$ cat config.mk
export PLATFORM = sky130hd
export DESIGN_NAME = core_load_sched
export DESIGN_NICKNAME = d
export VERILOG_FILES = /design/src/rtl/core_load_sched.sv
export SDC_FILE = /design/constraint.sdc
export NUM_CORES = 1
export LEC_CHECK = 0
export CAP_MARGIN = 15
export CORE_ASPECT_RATIO = 0.6
export CORE_MARGIN = 1
export CORE_UTILIZATION = 35
export DETAILED_ROUTE_END_ITERATION = 12
export PLACE_DENSITY = 0.89
export SKIP_LAST_GASP = 1
export SLEW_MARGIN = 20
export SYNTH_ARGS = -nofsm -noshare
export SYNTH_HDL_FRONTEND = slang
export SYNTH_SLANG_ARGS = --single-unit
$ cat constraint.sdc
create_clock -name CLK -period 3.8 [get_ports CLK]
set_clock_uncertainty 0.15 [all_clocks]
set_input_delay 0.76 -clock CLK [delete_from_list [all_inputs] [get_ports CLK]]
set_output_delay 0.76 -clock CLK [all_outputs]
set_load 0.02 [all_outputs]
$ cat src/rtl/core_load_sched.sv
// rtl/core_load_sched.sv - round-robin scheduler that streams 16-word blocks into MD5 core input slots
module core_load_sched #(
  parameter int N_CORES    = 3,
  parameter int BLK_OP_MSB = 3,
  parameter int CORE_MSB   = (N_CORES > 1) ? $clog2(N_CORES) - 1 : 0
) (
  input  logic                    CLK,
  input  logic                    RST_N,
  input  logic                    req_valid,
  output logic                    req_ready,
  input  logic                    req_ctx,
  input  logic                    req_seq,
  input  logic [BLK_OP_MSB:0]     req_blk_op,
  output logic                    src_rd_en,
  output logic [3:0]              src_rd_addr,
  input  logic [31:0]             src_data,
  input  logic [4*N_CORES-1:0]    core_ready,
  output logic [N_CORES-1:0]      core_wr_en,
  output logic [3:0]              core_wr_addr,
  output logic [31:0]             core_din,
  output logic [BLK_OP_MSB:0]     core_blk_op,
  output logic                    core_input_ctx,
  output logic                    core_input_seq,
  output logic                    core_set_input_ready,
  output logic                    done,
  output logic [CORE_MSB:0]       done_core,
  output logic                    err
);

  localparam int                  CW       = CORE_MSB + 1;
  localparam logic [CORE_MSB:0]   LAST_IDX = CW'(N_CORES - 1);
  localparam logic [N_CORES-1:0]  ONE_HOT0 = N_CORES'(1);

  typedef enum logic [2:0] {
    S_IDLE,
    S_SELECT,
    S_LOAD,
    S_DRAIN,
    S_SET
  } state_t;

  state_t               r_state;
  state_t               w_next;
  logic                 r_rdy_en;
  logic                 r_ctx;
  logic                 r_seq;
  logic [BLK_OP_MSB:0]  r_blk_op;
  logic [CORE_MSB:0]    r_sel_core;
  logic [CORE_MSB:0]    r_last_core;
  logic [3:0]           r_cnt;
  logic                 r_wr_vld;
  logic [3:0]           r_wr_addr;
  logic                 r_err;

  logic [1:0]           w_slot;
  logic [3:0]           w_nib [N_CORES];
  logic [N_CORES-1:0]   w_avail;
  logic                 w_found;
  logic [CORE_MSB:0]    w_pick;
  logic [CORE_MSB:0]    w_idx;
  logic                 w_accept;
  logic                 w_loading;

  // Slot within each core's 4-bit ready group is selected by {seq, ctx}.
  assign w_slot = {r_seq, r_ctx};

  for (genvar g = 0; g < N_CORES; g++) begin : g_avail
    assign w_nib[g]   = core_ready[4*g +: 4];
    assign w_avail[g] = w_nib[g][w_slot];
  end

  assign req_ready = (r_state == S_IDLE) && r_rdy_en;
  assign w_accept  = req_valid && req_ready;
  assign w_loading = (r_state == S_LOAD) || (r_state == S_DRAIN);

  assign src_rd_en            = (r_state == S_LOAD);
  assign src_rd_addr          = r_cnt;
  assign core_wr_en           = r_wr_vld ? (ONE_HOT0 << r_sel_core) : '0;
  assign core_wr_addr         = r_wr_addr;
  assign core_din             = r_wr_vld ? src_data : '0;
  assign core_blk_op          = r_blk_op;
  assign core_input_ctx       = r_ctx;
  assign core_input_seq       = r_seq;
  assign core_set_input_ready = (r_state == S_SET);
  assign done                 = (r_state == S_SET);
  assign done_core            = done ? r_sel_core : '0;
  assign err                  = r_err;

  // Round-robin scan starting just after the last granted core.
  always_comb begin
    w_found = 1'b0;
    w_pick  = '0;
    w_idx   = r_last_core;
    for (int k = 0; k < N_CORES; k++) begin
      w_idx = (w_idx == LAST_IDX) ? '0 : w_idx + 1'b1;
      if (!w_found && w_avail[w_idx]) begin
        w_found = 1'b1;
        w_pick  = w_idx;
      end
    end
  end

  // Next-state logic for IDLE -> SELECT -> LOAD -> DRAIN -> SET.
  always_comb begin
    w_next = r_state;
    case (r_state)
      S_IDLE:   if (w_accept) w_next = S_SELECT;
      S_SELECT: if (w_found) w_next = S_LOAD;
      S_LOAD:   if (r_cnt == 4'hF) w_next = S_DRAIN;
      S_DRAIN:  w_next = S_SET;
      S_SET:    w_next = S_IDLE;
      default:  w_next = S_IDLE;
    endcase
  end

  // State register.
  always_ff @(posedge CLK or negedge RST_N) begin
    if (!RST_N) r_state <= S_IDLE;
    else        r_state <= w_next;
  end

  // Hold req_ready low until the first clock after reset release.
  always_ff @(posedge CLK or negedge RST_N) begin
    if (!RST_N) r_rdy_en <= 1'b0;
    else        r_rdy_en <= 1'b1;
  end

  // Capture request tags on accept; they stay put until the next accept.
  always_ff @(posedge CLK or negedge RST_N) begin
    if (!RST_N) begin
      r_ctx    <= 1'b0;
      r_seq    <= 1'b0;
      r_blk_op <= '0;
    end else if (w_accept) begin
      r_ctx    <= req_ctx;
      r_seq    <= req_seq;
      r_blk_op <= req_blk_op;
    end
  end

  // Record the chosen core, and advance the round-robin pointer on completion.
  always_ff @(posedge CLK or negedge RST_N) begin
    if (!RST_N) begin
      r_sel_core  <= '0;
      r_last_core <= LAST_IDX;
    end else begin
      if (r_state == S_SELECT && w_found) r_sel_core <= w_pick;
      if (r_state == S_SET)               r_last_core <= r_sel_core;
    end
  end

  // Word counter for the 16 source reads; wraps back to 0 after word 15.
  always_ff @(posedge CLK or negedge RST_N) begin
    if (!RST_N)                          r_cnt <= '0;
    else if (r_state == S_SELECT)        r_cnt <= '0;
    else if (r_state == S_LOAD)          r_cnt <= r_cnt + 4'd1;
  end

  // Core writes trail source reads by one cycle to match source read latency.
  always_ff @(posedge CLK or negedge RST_N) begin
    if (!RST_N) begin
      r_wr_vld  <= 1'b0;
      r_wr_addr <= '0;
    end else begin
      r_wr_vld  <= (r_state == S_LOAD);
      r_wr_addr <= (r_state == S_LOAD) ? r_cnt : '0;
    end
  end

  // Sticky flag: the target slot disappeared while its block was being written.
  always_ff @(posedge CLK or negedge RST_N) begin
    if (!RST_N)                            r_err <= 1'b0;
    else if (w_loading && !w_avail[r_sel_core]) r_err <= 1'b1;
  end

endmodule
==> results of run 1 <==
==> per-stage QoR <==
| step | instances | hold WS [ns] | util |
|---|---|---|---|
| after floorplan | 133 | 0.314 | - |
| after global placement | 279 | 0.304 | 0.710 |
| after detailed placement | 279 | 0.311 | 0.710 |
| after CTS | 283 | 0.332 | 0.731 |
| after global routing | 283 | 0.349 | 0.730 |
| final | 283 | 0.311 | 0.730 |
==> cells in the mapped netlist (3+ instances only) <==
| master | count |
|---|---|
| nor3b_1 | 3 |
| and2_1 | 33 |
| dfrtp_1 | 23 |
| o21ai_0 | 3 |
| nand2_1 | 6 |
| a21oi_1 | 5 |
| clkbuf_1 | 5 |
| mux2_2 | 8 |
| mux4_2 | 3 |
| and3_1 | 5 |
| nand3_1 | 3 |
| inv_1 | 7 |
| nor3_1 | 3 |
==> path summary, 6_finish.rpt <==
| check | end | cells past startpoint |
|---|---|---|
| max reg2reg | r_sel_core[0] | 4 |
| max | done_core[1] | 4 |
| min reg2reg | err | 1 |
| min | err | 1 |
| max in group asynchronous | r_last_core[1] | 1 |
| min in group CLK | err | 1 |
==> flip-flops by register name, indices dropped and copies added, names as in the netlist <==
signal,flops
r_sel_core,2
core_input_seq,1
core_input_ctx,1
core_blk_op,4
r_last_core,2
r_wr_vld,1
r_state,3
src_rd_addr,4
core_wr_addr,4
err,1
r_rdy_en,1
==> power by group <==
part           leakage, nW  total (W)  switching, W  internal [W]
Clock               0.0357   0.000223     0.0000823      0.000141
Combinational        0.700   0.000937      0.000434      0.000503
Sequential           0.293   0.000490      0.000143      0.000347
==> cell usage in the layout, fill, tap and decap left out, types with 2 or more instances in the layout <==
cell	netlist	layout
a21oi_1	5	5
and2_1	33	33
and3_1	5	5
clkbuf_8	0	3
clkdlybuf4s50_1	0	107
dfrtp_1	23	23
inv_1	7	7
mux2_2	8	8
mux2i_1	2	2
mux4_2	3	3
nand2_1	6	6
nand2b_1	2	2
nand3_1	3	3
nor2_1	2	2
nor3_1	3	3
nor3b_1	3	3
o21ai_0	3	3
o21ai_1	2	2
==> area by class of cell <==
class,count,area share
Inverter,7,0.0105
Tap cell,45,0.0224
Clock inverter,1,0.0120
Timing Repair Buffer,108,0.428
Multi-Input combinational cell,95,0.271
Sequential cell,24,0.240
Clock buffer,3,0.0164
==> layer usage <==
metal | track usage | vias to the layer above
met3 | 0.0667 | 3
met1 | 0.221 | 636
met2 | 0.343 | 72
met5 | 0 | -
met4 | 0.0175 | 0
li1 | - | 666
==> cells by family (layout without fill, tap and decap cells) <==
family | after synthesis | count (layout) | synth area share
other | 1 | 1 | 0.00280
muxes | 13 | 13 | 0.133
buffers and inverters | 14 | 119 | 0.0430
AOI/OAI and AO/OA | 17 | 17 | 0.0784
and+or+nand+nor | 63 | 63 | 0.285
DFF | 24 | 24 | 0.449
adders and majority gates | 1 | 1 | 0.00934
==> flow_summary.toml, run 1 <==
[critical_path]
worstSetupStartpoint = "r_state[2]"
crit_path_cell_trace = "inv_1 > nor3_1 > and2_1 > clkdlybuf4s50_1"
startpoint_type = "flip-flop"
arrival_ns = 2.26
worst-r2r-setup-slack_ns = 1.91
path_class = "flip-flop to primary output"
cp_num_buf_inv = 2
cp_slowest_cell = "clkdlybuf4s50_1"
r2r-start = "r_state[0]"
required_ns = 2.89
crit_family = "simple AND/OR/NAND/NOR gates"
cp_max_fo = 8
max_stage_delay_ns = 0.61
cp-end-kind = "primary output"

[drt]
wl_per_cell_microns = 13.0
drt_iter0_markers = 23
routed_wl_mm = 3.68
m1WireLength_mm = 1.49
ant_nets = 0
firstDrtPassIters = 4
drc = 0
met3WireLength_microns = 429
vias_per_cell = 4.87
topRoutingLayerUsed = "met4"
dr_wl_met2_mm = 1.75
vias = 1377

[logic_synthesis]
syn_area_sq_um = 1340
synth-async-reset-ratio = 1.00
yosys.area.top_type_share = 0.430
yosysSeqAreaShare = 0.449
yosysTopAreaCell = "dfrtp_1"
syn_nets = 187
ys_seq_elements = 24
synth_area_leaders = "dfrtp_1, and2_1, mux2_2, mux4_2, and3_1"
synth_top_flop_cell = "dfrtp_1"
synth_cells = 133
syn-mean-instance-area_sq_um = 10.1
ys_types = 35
yosys_warnings = 0
synth-edff-count = 0

[floorplanning]
io_pins = 109
start_util = 0.389
chipHeight_microns = 49.9
num_rows = 16
die-area_sq_um = 4090
die_w_microns = 81.9
design.core.area_sq_um = 3440

[outcome]
status = "complete, no violations"

[cts]
h-tree-depth = 1
clk_pin_slew_ns = 0.08
root_buffer = "clkbuf_8"
post_cts_buffers = 0
cts_buffers = 3
clk_latency_ns = 0.27
cts_max_path_buffers = 2
cts.sinks = 24
cts_hold_buf = 0
post_cts_resized = 0
cts_tree = "built"

[power]
cellLeakagePower_nw = 1.03
peakVddDrop_mv = 0.420
power_density_nw_per_um2 = 657
fin_total_pwr_w = 0.00165

[placed_design]
hpwl_mm = 2.97
placed_area_sq_um = 2450
place_ws_ns = 0.940
routabilityCongestion = 0.834
portBuffers = 108

[sta]
worst_slew_pin_slew_ns = 0.706
drv_slew = 0
maxSlewHeadroom = 0.529
setup_violations = 0
fin_crit_sh = 0.833
hold_viol_final = 0
fin_ws_ns = 0.634
rsz0062_at_grt = "no"
finalCriticalPeriod_ns = 3.17
fin_tns_setup_ns = 0
fmax_ghz = 0.316

[final_layout]
final_area_sq_um = 2510
antennaDiodeCount = 0
fin_nets = 293
seq_area_sq_um = 602
syn_to_final_growth_pct = 87.5
multi_input_area_sq_um = 681
fill_cells = 248
drive_gt1_frac = 0.0798

[global_route]
grt_max_degree = 36
grt_pass1_wl_mm = 5.99
gr-total-overflow = 0
grt_pass1_vias = 1348
track_usage = 0.190
grt_antenna_before_repair = 0

[job]
maxCapViolCount = 0

[min_path]
min_path_type = "primary input to async pin"
No activity file was read; power rests on OpenSTA's default activity.
==> inputs of run 2 (changes only) <==
Settings changed: CORE_UTILIZATION 35 to 29, PLACE_DENSITY 0.89 to 0.79.
Clock period 3.8 ns to 2.6 ns, I/O delays scaled along.
==> run 2 against run 1 <==
Register-to-register slack got worse by 1.2 ns. Count of clock-buffer cells in the layout did not move. First-iteration DRC count increased by 120%. Global-route usage shrank 1.9 points. Die area rose by 20%. Final area rose by 2.8%.
==> flow_summary.toml, run 2 (synthesis results as in run 1) <==
[sta]
setup_violations = 0
holdWs_ns = 0.324
rsz0062_at_grt = "no"
hold_viol_final = 0
finalCriticalPeriod_ns = 2.50
fin_tns_setup_ns = 0
fmax_ghz = 0.399
drv_slew = 0
fin_crit_sh = 0.963
fin_ws_ns = 0.0966

[global_route]
grt_antenna_before_repair = 0
gr-total-overflow = 0
grt_max_degree = 36
grt_pass1_wl_mm = 6.42
grt_pass1_vias = 1286
track_usage = 0.170

[placed_design]
portBuffers = 108
placed_area_sq_um = 2510
hpwl_mm = 3.27
place_ws_ns = 0.223
routabilityCongestion = 0.748

[critical_path]
arrival_ns = 1.83
worst-r2r-setup-slack_ns = 0.74
rr_worst_depth = 4
r2r_end = "r_sel_core[0]"
startpoint_type = "flip-flop"
cp-end-kind = "primary output"
path_class = "flip-flop to primary output"
r2r-start = "core_input_ctx"
cp_max_fo = 9
required_ns = 1.93

[power]
swShare = 0.395
power_switching_w = 0.000965
cellLeakagePower_nw = 1.06
peakVddDrop_mv = 0.478
internal-power_w = 0.00148
p_clk_frac = 0.131
p_comb_frac = 0.605
seq_power_share = 0.264
power_density_nw_per_um2 = 946

[final_layout]
final_area_sq_um = 2580
antennaDiodeCount = 0
syn_to_final_growth_pct = 92.8
fin_nets = 299
drive_gt1_frac = 0.102
layout_commonest_cell = "clkdlybuf4s50_1"
mostFrequentLayoutCells = "clkdlybuf4s50_1, and2_1, dfrtp_1"

[drt]
ant_nets = 0
drc = 0
wl_per_cell_microns = 13.0
drt_iter0_markers = 51
vias = 1367
firstDrtPassIters = 4
routed_wl_mm = 3.94
vias_per_cell = 4.50

[cts]
root_buffer = "clkbuf_8"
cts_tree = "built"
clk_latency_ns = 0.26
h-tree-depth = 1
clk_pin_slew_ns = 0.09
post_cts_buffers = 0
cts_max_path_buffers = 2
cts_hold_buf = 0
cts_buffers = 3
cts.sinks = 24

[floorplanning]
design.core.area_sq_um = 4260
io_pins = 109
die-area_sq_um = 4910
num_rows = 18
start_util = 0.315
die_w_microns = 89.8
chipHeight_microns = 54.7

[min_path]
min_path_type = "flip-flop to flip-flop"
holdCritStartpoint = "err"
min_to = "err"
min_path_cells = 1

[outcome]
status = "complete, no violations"

[job]
maxCapViolCount = 0
==> run 2: cell type report <==
class	instances	area [sq um]
fillers	369	1670
repair buffers	114	1130
multi-input cells	95	683
flip-flops and latches	24	602
well taps	60	75.1
clock buffers	3	41.3
clock inverters	1	30.0
inverters	7	26.3
==> run 2: worst max-delay path: stages, from the launching register on <==
cell	delay [ns]
dfrtp_1	0.43
buf_4	0.19
nor4b_2	0.28
clkdlybuf4s50_1	0.66
==> run 2: what timing repair did <==
action,CTS,global route
resized for setup,0,1
hold endpoints to repair,0,0
endpoints found under the setup margin,0,1
==> run 2: per-stage QoR <==
stage,std cells,power (W),util
after floorplan,133,0.00144,-
after global placement,300,0.00212,0.590
after detailed placement,300,0.00214,0.590
after CTS,304,0.00247,0.606
after global routing,304,0.00261,0.607
final,304,0.00245,0.607
==> run 2: routing by layer <==
| metal | vias up | global-route usage | share of wire |
|---|---|---|---|
| met5 | - | 0 | 0 |
| met4 | 0 | 0.0246 | 0.0043 |
| met3 | 2 | 0.0556 | 0.081 |
| met2 | 61 | 0.300 | 0.45 |
| met1 | 628 | 0.214 | 0.46 |
| li1 | 676 | - | - |
==> run 2: worst max path at each step <==
stage	from	endpoint	slack, ns	cells after the start
floorplan	r_state[2]	done_core[1]	0.34	4
global placement	src_data[1]	core_din[1]	0.23	3
detailed placement	src_data[0]	core_din[0]	0.22	3
CTS	r_state[0]	src_rd_en	0.04	4
global route	r_state[0]	done_core[0]	0.02	3
finish	r_state[1]	req_ready	0.1	3
==> run 2: power by group through the flow <==
stage	Combinational, W	Sequential (W)	Clock (W)
final	0.00148	0.000645	0.000321
after floorplan	0.000707	0.000736	0
after detailed placement	0.00149	0.000654	0
after global routing	0.00159	0.000673	0.000347
after global placement	0.00147	0.000647	0
after CTS	0.00149	0.000648	0.000332
==> inputs of run 3 (changes only) <==
Settings changed: CORE_UTILIZATION 29 to 40, DONT_BUFFER_PORTS set to 1, PLACE_DENSITY 0.79 to 0.59.
==> run 3 against run 2 <==
First-iteration DRC count fell by 33%. Setup slack improved by 0.35 ns. Clock power fell by 20%. Die area fell by 27%. Via count fell by 26%. Fmax grew 16%. Utilization decreased by 12 points. Final cell count shrank 41%. Critical endpoint is now src_rd_en. Largest cell class is now multi-input combinational cells. Largest power group is now registers.
==> flow_summary.toml, run 3 (synthesis results as in run 1) <==
[final_layout]
antennaDiodeCount = 0
fill_cells = 286
utilization = 0.484
layout_commonest_cell = "and2_1"
seq_area_sq_um = 602
mostFrequentLayoutCells = "and2_1, dfrtp_1, mux2_2"
syn_to_final_growth_pct = 9.24
drive_gt1_frac = 0.184
fin_nets = 191
multi_input_area_sq_um = 686

[drt]
ant_nets = 0
vias_per_cell = 5.71
topRoutingLayerUsed = "met4"
vias = 1016
m1WireLength_mm = 1.39
dr_wl_met2_mm = 1.56
drc = 0
met3WireLength_microns = 260
drt_iter0_markers = 34
firstDrtPassIters = 4
routed_wl_mm = 3.22
wl_per_cell_microns = 18.1

[critical_path]
required_ns = 1.93
cp_max_fo = 13
crit_path_cell_trace = "nor2_1 > nand2_1 > inv_1"
r2r_end = "r_sel_core[0]"
worstSetupStartpoint = "r_state[0]"
arrival_ns = 1.48
max_stage_delay_ns = 0.54
r2r-start = "core_input_ctx"
cp_num_buf_inv = 1
path_class = "flip-flop to primary output"
rr_worst_depth = 4
crit_family = "flip-flops"
startpoint_type = "flip-flop"
cp_slowest_cell = "dfrtp_1"
worst-r2r-setup-slack_ns = 0.63
cp-end-kind = "primary output"
crit_cells = 3

[cts]
cts_max_path_buffers = 2
cts_hold_buf = 1
h-tree-depth = 1
root_buffer = "clkbuf_8"
clk_pin_slew_ns = 0.08
post_cts_resized = 0
cts_tree = "built"
cts.sinks = 24
clk_latency_ns = 0.27
post_cts_buffers = 0
cts_buffers = 3

[placed_design]
portBuffers = 0
hpwl_mm = 2.50
routabilityCongestion = 0.794

[global_route]
grt_pass1_vias = 983
track_usage = 0.179
gr-total-overflow = 0
grt_antenna_before_repair = 0
grt_max_degree = 36
grt_pass1_wl_mm = 4.74

[floorplanning]
start_util = 0.443
io_pins = 109
design.core.area_sq_um = 3020
die-area_sq_um = 3590
num_rows = 15
chipHeight_microns = 46.8
die_w_microns = 76.7

[sta]
fin_tns_setup_ns = 0
hold_viol_final = 0
setup_violations = 0
fin_crit_sh = 0.827
finalCriticalPeriod_ns = 2.15
rsz0062_at_grt = "no"
maxSlewHeadroom = 0.575
drv_slew = 0
worst_slew_pin_slew_ns = 0.638
holdWs_ns = 0.0729
fmax_ghz = 0.465

[power]
peakVddDrop_mv = 0.500
power_density_nw_per_um2 = 1270
cellLeakagePower_nw = 0.649

[job]
maxCapViolCount = 0

[outcome]
status = "complete, no violations"

[min_path]
min_path_type = "primary input to async pin"
-- run 3: cell count changes in the layout (fill, tap and decap cells not counted), sizes merged --
| cell | change |
|---|---|
| clkbuf | +1 |
| bufinv | -1 |
| clkdlybuf4s50 | -108 |
-- run 3: how the worst max path moves through the flow --
stage	slack [ns]	end
global route	0.34	core_wr_en[0]
detailed placement	0.65	r_sel_core[0]
finish	0.45	src_rd_en
global placement	0.70	r_state[0]
floorplan	0.34	done_core[1]
CTS	0.43	core_wr_en[0]
-- run 3: per-layer routing --
layer,vias up,global-route usage
li1,462,-
met1,493,0.216
met2,57,0.318
met3,4,0.0621
met4,0,0.0462
met5,-,0
-- run 3: where the power goes --
group / leakage [nW] / switching (W) / total (W) / internal [W]
logic: 0.327 / 0.000467 / 0.000762 / 0.000295
clock network: 0.0288 / 0.000121 / 0.000256 / 0.000135
registers: 0.293 / 0.000329 / 0.000836 / 0.000507
total: 0.649 / 0.000917 / 0.00185 / 0.000937
-- run 3: layout make-up --
| type | instances | area share |
|---|---|---|
| inverter | 7 | 0.0179 |
| timing repair buffer | 6 | 0.0291 |
| clock buffer | 4 | 0.0376 |
| sequential | 24 | 0.411 |
| multi-input combinational | 95 | 0.468 |
| tap | 42 | 0.0359 |
-- run 3: metrics by stage --
step                      area [sq um]  setup WS [ns]  power (W)  instances
final                             1460          0.449    0.00185        178
after global routing              1460          0.337    0.00196        178
after CTS                         1470          0.430    0.00187        178
after detailed placement          1400          0.646    0.00160        173
after global placement            1400          0.701    0.00156        173
after floorplan                   1340          0.336    0.00144        133
